===== config.mk =====
export PLATFORM = sky130hd
export DESIGN_NAME = add_image_hls_deadlock_report_unit_flat
export DESIGN_NICKNAME = d
export VERILOG_FILES = /design/src/rtl/add_image_hls_deadlock_report_unit_if.sv /design/src/rtl/add_image_hls_deadlock_report_unit.sv /design/src/flat_wrapper.sv
export SDC_FILE = /design/constraint.sdc
export NUM_CORES = 1
export LEC_CHECK = 0
export ABC_AREA = 0
export BUFFER_PORTS_ARGS = -buffer_cell sky130_fd_sc_hd__buf_4
export CAP_MARGIN = 20
export CORE_MARGIN = 10
export CORE_UTILIZATION = 55
export DETAILED_ROUTE_END_ITERATION = 8
export PLACE_DENSITY = 0.8
export SLEW_MARGIN = 20
export SYNTH_ARGS = -nofsm -noshare
export SYNTH_HDL_FRONTEND = slang
export SYNTH_SLANG_ARGS = --single-unit

===== constraint.sdc =====
create_clock -name clock -period 6.3 [get_ports clock]
set_input_delay 1.575 -clock clock [delete_from_list [all_inputs] [get_ports clock]]
set_output_delay 1.575 -clock clock [all_outputs]
set_load 0.02 [all_outputs]

===== src/rtl/add_image_hls_deadlock_report_unit_if.sv =====
// Signal bundle between the deadlock report unit, the detect units and the
// report consumer. The report unit is the master of the report stream.
interface add_image_hls_deadlock_report_unit_if #(
  parameter int PROC_NUM  = 4,
  parameter int CHAN_NUM  = 8,
  parameter int PROC_ID_W = 2,
  parameter int CHAN_ID_W = 3
) ();
  logic [PROC_NUM-1:0]  dl_detect_vec;
  logic [CHAN_NUM-1:0]  token_vec;
  logic                 dl_detect_in;
  logic [PROC_NUM-1:0]  origin_vec;
  logic                 token_clear;
  logic                 report_valid;
  logic                 report_ready;
  logic [PROC_ID_W-1:0] report_proc_id;
  logic [CHAN_ID_W-1:0] report_chan_id;
  logic                 report_last;
  logic                 report_error;
  logic                 deadlock_found;

  modport master (
    input  dl_detect_vec, token_vec, report_ready,
    output dl_detect_in, origin_vec, token_clear, report_valid,
           report_proc_id, report_chan_id, report_last, report_error,
           deadlock_found
  );

  modport slave (
    output dl_detect_vec, token_vec, report_ready,
    input  dl_detect_in, origin_vec, token_clear, report_valid,
           report_proc_id, report_chan_id, report_last, report_error,
           deadlock_found
  );
endinterface


===== src/rtl/add_image_hls_deadlock_report_unit.sv =====
// Arbitrates the first deadlock, traces the token around the wait-for cycle,
// records each crossed channel and streams the path out as a report.
module add_image_hls_deadlock_report_unit #(
  parameter int PROC_NUM  = 4,
  parameter int CHAN_NUM  = 8,
  parameter int PROC_ID_W = 2,
  parameter int CHAN_ID_W = 3
) (
  input logic clock,
  input logic reset,
  add_image_hls_deadlock_report_unit_if.master bus
);
  localparam int TIMEOUT = CHAN_NUM + 4;
  localparam int TO_W    = $clog2(TIMEOUT + 1);
  localparam int CNT_W   = $clog2(CHAN_NUM + 1);

  typedef enum logic [2:0] {
    S_IDLE   = 3'd0,
    S_LAUNCH = 3'd1,
    S_TRACE  = 3'd2,
    S_CLEAR  = 3'd3,
    S_REPORT = 3'd4,
    S_DONE   = 3'd5
  } state_t;

  function automatic logic [CHAN_ID_W-1:0] lowest_chan(input logic [CHAN_NUM-1:0] v);
    logic [CHAN_ID_W-1:0] idx;
    idx = '0;
    for (int i = CHAN_NUM - 1; i >= 0; i--) begin
      if (v[i]) idx = CHAN_ID_W'(i);
      else      idx = idx;
    end
    return idx;
  endfunction

  function automatic logic [PROC_ID_W-1:0] lowest_proc(input logic [PROC_NUM-1:0] v);
    logic [PROC_ID_W-1:0] idx;
    idx = '0;
    for (int i = PROC_NUM - 1; i >= 0; i--) begin
      if (v[i]) idx = PROC_ID_W'(i);
      else      idx = idx;
    end
    return idx;
  endfunction

  function automatic logic [CHAN_ID_W-1:0] ptr_inc(input logic [CHAN_ID_W-1:0] p);
    return (p == CHAN_ID_W'(CHAN_NUM - 1)) ? '0 : p + CHAN_ID_W'(1);
  endfunction

  state_t               r_state, w_state_nxt;
  logic [PROC_ID_W-1:0] r_origin, w_origin_nxt;
  logic                 r_dl_detect_in, w_dl_detect_in_nxt;
  logic                 r_found, w_found_nxt;
  logic [PROC_NUM-1:0]  r_origin_vec, w_origin_vec_nxt;
  logic                 r_token_clear, w_token_clear_nxt;
  logic                 r_valid, w_valid_nxt;
  logic                 r_last, w_last_nxt;
  logic                 r_error, w_error_nxt;
  logic [PROC_ID_W-1:0] r_proc_id, w_proc_id_nxt;
  logic [CHAN_ID_W-1:0] r_chan_id, w_chan_id_nxt;
  logic [TO_W-1:0]      r_timeout, w_timeout_nxt;
  logic                 r_pushed, w_pushed_nxt;
  logic                 r_zero_seen, w_zero_seen_nxt;
  logic                 w_push, w_load, w_fifo_clr, w_return, w_abort;
  logic [CHAN_ID_W-1:0] w_token_idx, w_det_idx_ext, w_head;
  logic [PROC_ID_W-1:0] w_det_idx;

  logic [CHAN_ID_W-1:0] r_fifo [CHAN_NUM];
  logic [CHAN_ID_W-1:0] r_wr_ptr, r_rd_ptr;
  logic [CNT_W-1:0]     r_count;

  assign w_token_idx   = lowest_chan(bus.token_vec);
  assign w_det_idx     = lowest_proc(bus.dl_detect_vec);
  assign w_det_idx_ext = '0;
  assign w_head        = r_fifo[r_rd_ptr];
  assign w_return      = bus.dl_detect_vec[r_origin];
  // Lost token: two consecutive empty cycles once the path has started.
  assign w_abort       = ((bus.token_vec == '0) && r_pushed && r_zero_seen) ||
                         (r_timeout == TO_W'(TIMEOUT - 1));

  // Next-state and next-output computation for the trace/report sequencer.
  always_comb begin
    w_state_nxt        = r_state;
    w_origin_nxt       = r_origin;
    w_dl_detect_in_nxt = r_dl_detect_in;
    w_found_nxt        = r_found;
    w_origin_vec_nxt   = '0;
    w_token_clear_nxt  = 1'b0;
    w_valid_nxt        = r_valid;
    w_last_nxt         = r_last;
    w_error_nxt        = r_error;
    w_proc_id_nxt      = r_proc_id;
    w_chan_id_nxt      = r_chan_id;
    w_timeout_nxt      = r_timeout;
    w_pushed_nxt       = r_pushed;
    w_zero_seen_nxt    = r_zero_seen;
    w_push             = 1'b0;
    w_load             = 1'b0;
    w_fifo_clr         = 1'b0;
    case (r_state)
      S_IDLE: begin
        if (bus.dl_detect_vec != '0) begin
          w_origin_nxt       = w_det_idx;
          w_proc_id_nxt      = w_det_idx;
          w_dl_detect_in_nxt = 1'b1;
          w_found_nxt        = 1'b1;
          w_origin_vec_nxt   = PROC_NUM'(1) << w_det_idx;
          w_state_nxt        = S_LAUNCH;
        end else begin
          w_state_nxt = S_IDLE;
        end
      end
      S_LAUNCH: begin
        w_fifo_clr      = 1'b1;
        w_timeout_nxt   = '0;
        w_pushed_nxt    = 1'b0;
        w_zero_seen_nxt = 1'b0;
        w_state_nxt     = S_TRACE;
      end
      S_TRACE: begin
        w_timeout_nxt = r_timeout + TO_W'(1);
        if (bus.token_vec != '0) begin
          w_push          = (r_count != CNT_W'(CHAN_NUM));
          w_pushed_nxt    = 1'b1;
          w_zero_seen_nxt = 1'b0;
        end else begin
          w_zero_seen_nxt = r_pushed;
        end
        // A return wins over a simultaneous abort.
        if (w_return) begin
          w_token_clear_nxt = 1'b1;
          w_state_nxt       = S_CLEAR;
        end else if (w_abort) begin
          w_error_nxt       = 1'b1;
          w_token_clear_nxt = 1'b1;
          w_state_nxt       = S_CLEAR;
        end else begin
          w_state_nxt = S_TRACE;
        end
      end
      S_CLEAR: begin
        w_valid_nxt = 1'b1;
        w_state_nxt = S_REPORT;
        if (r_count != '0) begin
          w_load        = 1'b1;
          w_chan_id_nxt = w_head;
          w_last_nxt    = (r_count == CNT_W'(1));
        end else begin
          w_chan_id_nxt = w_det_idx_ext;
          w_last_nxt    = 1'b1;
          w_error_nxt   = 1'b1;
        end
      end
      S_REPORT: begin
        if (r_valid && bus.report_ready) begin
          if (r_last) begin
            w_valid_nxt = 1'b0;
            w_last_nxt  = 1'b0;
            w_state_nxt = S_DONE;
          end else begin
            w_load        = 1'b1;
            w_chan_id_nxt = w_head;
            w_last_nxt    = (r_count == CNT_W'(1));
            w_state_nxt   = S_REPORT;
          end
        end else begin
          w_state_nxt = S_REPORT;
        end
      end
      S_DONE: begin
        w_valid_nxt = 1'b0;
        w_last_nxt  = 1'b0;
        w_state_nxt = S_DONE;
      end
      default: begin
        w_state_nxt = S_IDLE;
      end
    endcase
  end

  // FSM state register.
  always_ff @(posedge clock or negedge reset) begin
    if (!reset) r_state <= S_IDLE;
    else        r_state <= w_state_nxt;
  end

  // Registered outputs and trace bookkeeping.
  always_ff @(posedge clock or negedge reset) begin
    if (!reset) begin
      r_origin       <= '0;
      r_dl_detect_in <= 1'b0;
      r_found        <= 1'b0;
      r_origin_vec   <= '0;
      r_token_clear  <= 1'b0;
      r_valid        <= 1'b0;
      r_last         <= 1'b0;
      r_error        <= 1'b0;
      r_proc_id      <= '0;
      r_chan_id      <= '0;
      r_timeout      <= '0;
      r_pushed       <= 1'b0;
      r_zero_seen    <= 1'b0;
    end else begin
      r_origin       <= w_origin_nxt;
      r_dl_detect_in <= w_dl_detect_in_nxt;
      r_found        <= w_found_nxt;
      r_origin_vec   <= w_origin_vec_nxt;
      r_token_clear  <= w_token_clear_nxt;
      r_valid        <= w_valid_nxt;
      r_last         <= w_last_nxt;
      r_error        <= w_error_nxt;
      r_proc_id      <= w_proc_id_nxt;
      r_chan_id      <= w_chan_id_nxt;
      r_timeout      <= w_timeout_nxt;
      r_pushed       <= w_pushed_nxt;
      r_zero_seen    <= w_zero_seen_nxt;
    end
  end

  // Path FIFO; an entry leaves the FIFO when it is loaded into the report registers.
  always_ff @(posedge clock or negedge reset) begin
    if (!reset) begin
      r_wr_ptr <= '0;
      r_rd_ptr <= '0;
      r_count  <= '0;
      for (int i = 0; i < CHAN_NUM; i++) r_fifo[i] <= '0;
    end else if (w_fifo_clr) begin
      r_wr_ptr <= '0;
      r_rd_ptr <= '0;
      r_count  <= '0;
    end else begin
      if (w_push) begin
        r_fifo[r_wr_ptr] <= w_token_idx;
        r_wr_ptr         <= ptr_inc(r_wr_ptr);
      end else begin
        r_wr_ptr <= r_wr_ptr;
      end
      if (w_load) r_rd_ptr <= ptr_inc(r_rd_ptr);
      else        r_rd_ptr <= r_rd_ptr;
      case ({w_push, w_load})
        2'b10:   r_count <= r_count + CNT_W'(1);
        2'b01:   r_count <= r_count - CNT_W'(1);
        default: r_count <= r_count;
      endcase
    end
  end

  assign bus.dl_detect_in   = r_dl_detect_in;
  assign bus.origin_vec     = r_origin_vec;
  assign bus.token_clear    = r_token_clear;
  assign bus.report_valid   = r_valid;
  assign bus.report_proc_id = r_proc_id;
  assign bus.report_chan_id = r_chan_id;
  assign bus.report_last    = r_last;
  assign bus.report_error   = r_error;
  assign bus.deadlock_found = r_found;
endmodule


===== src/flat_wrapper.sv =====
// flat-port wrapper written by rule: the top's interface ports become plain ports
module add_image_hls_deadlock_report_unit_flat 
#(
  parameter int PROC_NUM  = 4,
  parameter int CHAN_NUM  = 8,
  parameter int PROC_ID_W = 2,
  parameter int CHAN_ID_W = 3
)
  (clock, reset, bus_dl_detect_vec, bus_token_vec, bus_report_ready, bus_dl_detect_in, bus_origin_vec, bus_token_clear, bus_report_valid, bus_report_proc_id, bus_report_chan_id, bus_report_last, bus_report_error, bus_deadlock_found);
  add_image_hls_deadlock_report_unit_if #(.PROC_NUM(PROC_NUM), .CHAN_NUM(CHAN_NUM), .PROC_ID_W(PROC_ID_W), .CHAN_ID_W(CHAN_ID_W)) bus_i ();
  input logic clock;
  input logic reset;
  input wire logic [$bits(bus_i.dl_detect_vec)-1:0] bus_dl_detect_vec;
  input wire logic [$bits(bus_i.token_vec)-1:0] bus_token_vec;
  input wire logic [$bits(bus_i.report_ready)-1:0] bus_report_ready;
  output wire logic [$bits(bus_i.dl_detect_in)-1:0] bus_dl_detect_in;
  output wire logic [$bits(bus_i.origin_vec)-1:0] bus_origin_vec;
  output wire logic [$bits(bus_i.token_clear)-1:0] bus_token_clear;
  output wire logic [$bits(bus_i.report_valid)-1:0] bus_report_valid;
  output wire logic [$bits(bus_i.report_proc_id)-1:0] bus_report_proc_id;
  output wire logic [$bits(bus_i.report_chan_id)-1:0] bus_report_chan_id;
  output wire logic [$bits(bus_i.report_last)-1:0] bus_report_last;
  output wire logic [$bits(bus_i.report_error)-1:0] bus_report_error;
  output wire logic [$bits(bus_i.deadlock_found)-1:0] bus_deadlock_found;
  assign bus_i.dl_detect_vec = bus_dl_detect_vec;
  assign bus_i.token_vec = bus_token_vec;
  assign bus_i.report_ready = bus_report_ready;
  assign bus_dl_detect_in = bus_i.dl_detect_in;
  assign bus_origin_vec = bus_i.origin_vec;
  assign bus_token_clear = bus_i.token_clear;
  assign bus_report_valid = bus_i.report_valid;
  assign bus_report_proc_id = bus_i.report_proc_id;
  assign bus_report_chan_id = bus_i.report_chan_id;
  assign bus_report_last = bus_i.report_last;
  assign bus_report_error = bus_i.report_error;
  assign bus_deadlock_found = bus_i.deadlock_found;
  add_image_hls_deadlock_report_unit #(.PROC_NUM(PROC_NUM), .CHAN_NUM(CHAN_NUM), .PROC_ID_W(PROC_ID_W), .CHAN_ID_W(CHAN_ID_W)) u_core (.clock(clock), .reset(reset), .bus(bus_i));
endmodule

==> results.json <==
{
  "outcome": "complete, no violations",
  "required_ps": 6490,
  "synth_cells": 244,
  "ys_types": 50,
  "syn-cell-area_um2": 2870,
  "ctsResizeCount": 0,
  "power.internal_mw": 0.943,
  "area_growth_pct": 16.9,
  "antenna_found_initial": 0,
  "die_w_um": 92.3,
  "fin_crit_sh_pct": 62.1,
  "ff_latch_area_um2": 1430,
  "p_seq_share_pct": 41.0,
  "min_period_ps": 3910,
  "synth_nets": 268,
  "final_cell_mix": "dfrtp_1, buf_4, nor2_1, mux2_2",
  "post_cts_buffers": 0,
  "worstReg2RegStart": "u_core.r_state[2]$_DFF_PN0_",
  "routedWlPerCell_um": 16.6,
  "async_flop_share_pct": 100,
  "hold-worst-slack_ps": 504,
  "synth-edff-count": 0,
  "crit_type": "input port to flip-flop",
  "grtUsageMet2_pct": 23.2,
  "fin_skew_ps": 12.4,
  "cts_tree": "built",
  "synth-main-ff-cell": "dfrtp_1",
  "post-place-ws_ps": 2030,
  "peakVddDrop_mv": 0.254,
  "layout_commonest_cell": "dfrtp_1",
  "slew_headroom_pct": 28.3,
  "crit_start": "bus_token_vec[4]",
  "cap_violations": 0,
  "worst_pin_slew_ps": 1070,
  "netSwitchingFraction_pct": 34.8,
  "seq_area_frac_synth_pct": 49.6,
  "core_um2": 5070,
  "grt_max_degree": 58,
  "ys_warn_count": 0,
  "clk_latency_ps": 330,
  "worstSetupEndpointType": "flip-flop",
  "path_clk_slew_ps": 60,
  "die-area_um2": 8520,
  "cellLeakagePower_nw": 1.55,
  "start_util_pct": 56.6,
  "rsz0062_at_grt": "no",
  "grt_use_total_pct": 14.5,
  "multi_input_area_um2": 1370,
  "num_rows": 26,
  "grt-busiest-layer": "met2",
  "min_from": "u_core.r_timeout[3]$_DFFE_PN0P_",
  "cp_max_fo": 15,
  "ant_nets": 0,
  "worst_slack_ps": 2390,
  "wl_um": 5800,
  "nNetsFinal": 298,
  "drcViolationCount": 0,
  "switchingPower_mw": 0.504,
  "htree_levels": 3,
  "cts-root-buf": "clkbuf_8",
  "vias": 1986,
  "cts_buffers": 9,
  "fill_cells": 417,
  "worst-r2r-cell-count": 7,
  "io_buffers": 29,
  "hp-class": "flip-flop to flip-flop",
  "startpoint_type": "input port",
  "clkSinkCount": 57,
  "grt_pass1_vias": 2061,
  "drv_slew": 0,
  "dr.pass1.iters": 4,
  "die_h_um": 92.3,
  "setup_viol": 0,
  "whs_path_depth": 1,
  "p_comb_share_pct": 32.9,
  "dpl.hpwl_um": 4150,
  "grt_pass1_wl_um": 9910,
  "grt.overflow.total": 0,
  "utilization_pct": 66.2,
  "hold_buffers": 0,
  "syn_avg_cell_area_um2": 11.8,
  "max_freq_ghz": 0.255,
  "tns_ps": 0,
  "finalHoldViolCount": 0,
  "grtUsageMet3_pct": 4.89,
  "drt_iter0_drc": 66,
  "viasPerCell": 5.69,
  "ys_seq_elements": 57,
  "met1_usage_pct": 17.9,
  "gp_congestion": 0.775,
  "ios": 30,
  "clkPwrFrac_pct": 26.0,
  "clockBufferDepth": 2,
  "layout-drive-gt1-share_pct": 31.2,
  "antenna_cells": 0,
  "power_density_nw_per_um2": 431,
  "cp.arrival_ps": 4110
}
## cell usage after synthesis, types with 3 or more instances
cell	instances	share of area, %
a22o_1	4	1.2
mux4_2	7	5.5
clkbuf_1	8	1.0
mux2_2	24	9.4
mux2_4	3	1.6
nor2_1	24	3.1
or3_1	3	0.65
nand3b_1	3	0.78
ha_1	9	3.9
inv_1	8	1.0
nand3_1	6	1.0
nor2b_1	4	0.87
nor3b_1	3	0.78
o21ai_0	14	2.4
a21oi_1	6	1.0
nor3_1	4	0.70
nand2_1	14	1.8
dfrtp_1	57	50
## path summary, 6_finish.rpt
path	to	slack, ps
max in group asynchronous	u_core.bus.origin_vec[2]$_DFF_PN0_	4530
setup / recovery	u_core.r_count[3]$_DFFE_PN0P_	2390
hold reg to reg	u_core.r_timeout[3]$_DFFE_PN0P_	500
setup reg to reg	u_core.r_count[3]$_DFFE_PN0P_	3410
hold / removal	u_core.r_timeout[3]$_DFFE_PN0P_	500
min in group asynchronous	u_core.r_fifo[15]$_DFFE_PN0P_	1300
## kinds of logic (layout without fill, tap and decap cells)
family / after synthesis / in the layout / synth area share [%]
xor+xnor: 3 / 3 / 0.914
buf+inv: 18 / 53 / 2.61
mux: 35 / 35 / 16.8
flops: 57 / 57 / 49.6
fa+ha+maj: 9 / 9 / 3.92
compound gates: 42 / 42 / 10.0
simple gates: 80 / 80 / 16.1
## flip-flops by register name, summed over array words and instances (netlist names)
name                       flops
u_core.r_timeout               4
u_core.r_fifo                 24
u_core.bus.origin_vec          4
u_core.r_count                 4
u_core.bus.token_clear         1
u_core.r_wr_ptr                3
u_core.bus.report_chan_id      3
u_core.r_rd_ptr                3
u_core.bus.report_error        1
u_core.r_zero_seen             1
u_core.r_origin                2
u_core.r_state                 3
u_core.r_pushed                1
u_core.bus.dl_detect_in        1
u_core.bus.report_valid        1
u_core.bus.report_last         1
## through the flow
step                cell area (um2)  total power, mW  cells
floorplan                      2870            0.932    244
global placement               3130             1.05    333
detailed placement             3130             1.07    333
CTS                            3360             1.46    349
global route                   3360             1.55    349
finish                         3360             1.45    349
## worst max-delay path, stage by stage
cell      delay [ps]
buf_4            110
or4_1            580
o211ai_2         530
ha_1             330
or4b_2           600
a21oi_1          190
xnor2_1          130
nor2_1            50
## power by group through the flow
stage | Clock, mW | Combinational [mW] | Sequential (mW)
after CTS | 0.382 | 0.481 | 0.593
final | 0.376 | 0.477 | 0.594
after floorplan | 0 | 0.358 | 0.574
after detailed placement | 0 | 0.477 | 0.597
after global routing | 0.398 | 0.534 | 0.616
after global placement | 0 | 0.461 | 0.592
## layout make-up
class	count	area share, %
multi-input combinational	169	40.8
sequential	57	42.4
inverter	8	0.894
tap	70	2.61
clock inverter	1	0.894
clock buffer	15	5.85
timing repair buffer	29	6.48
## routing by layer
metal / vias up / wire length, um
li1: 965 / -
met1: 988 / 2670
met2: 24 / 2850
met3: 9 / 190
met4: 0 / 86
met5: - / 0
Note: power is estimated with default switching activity, not from simulation.
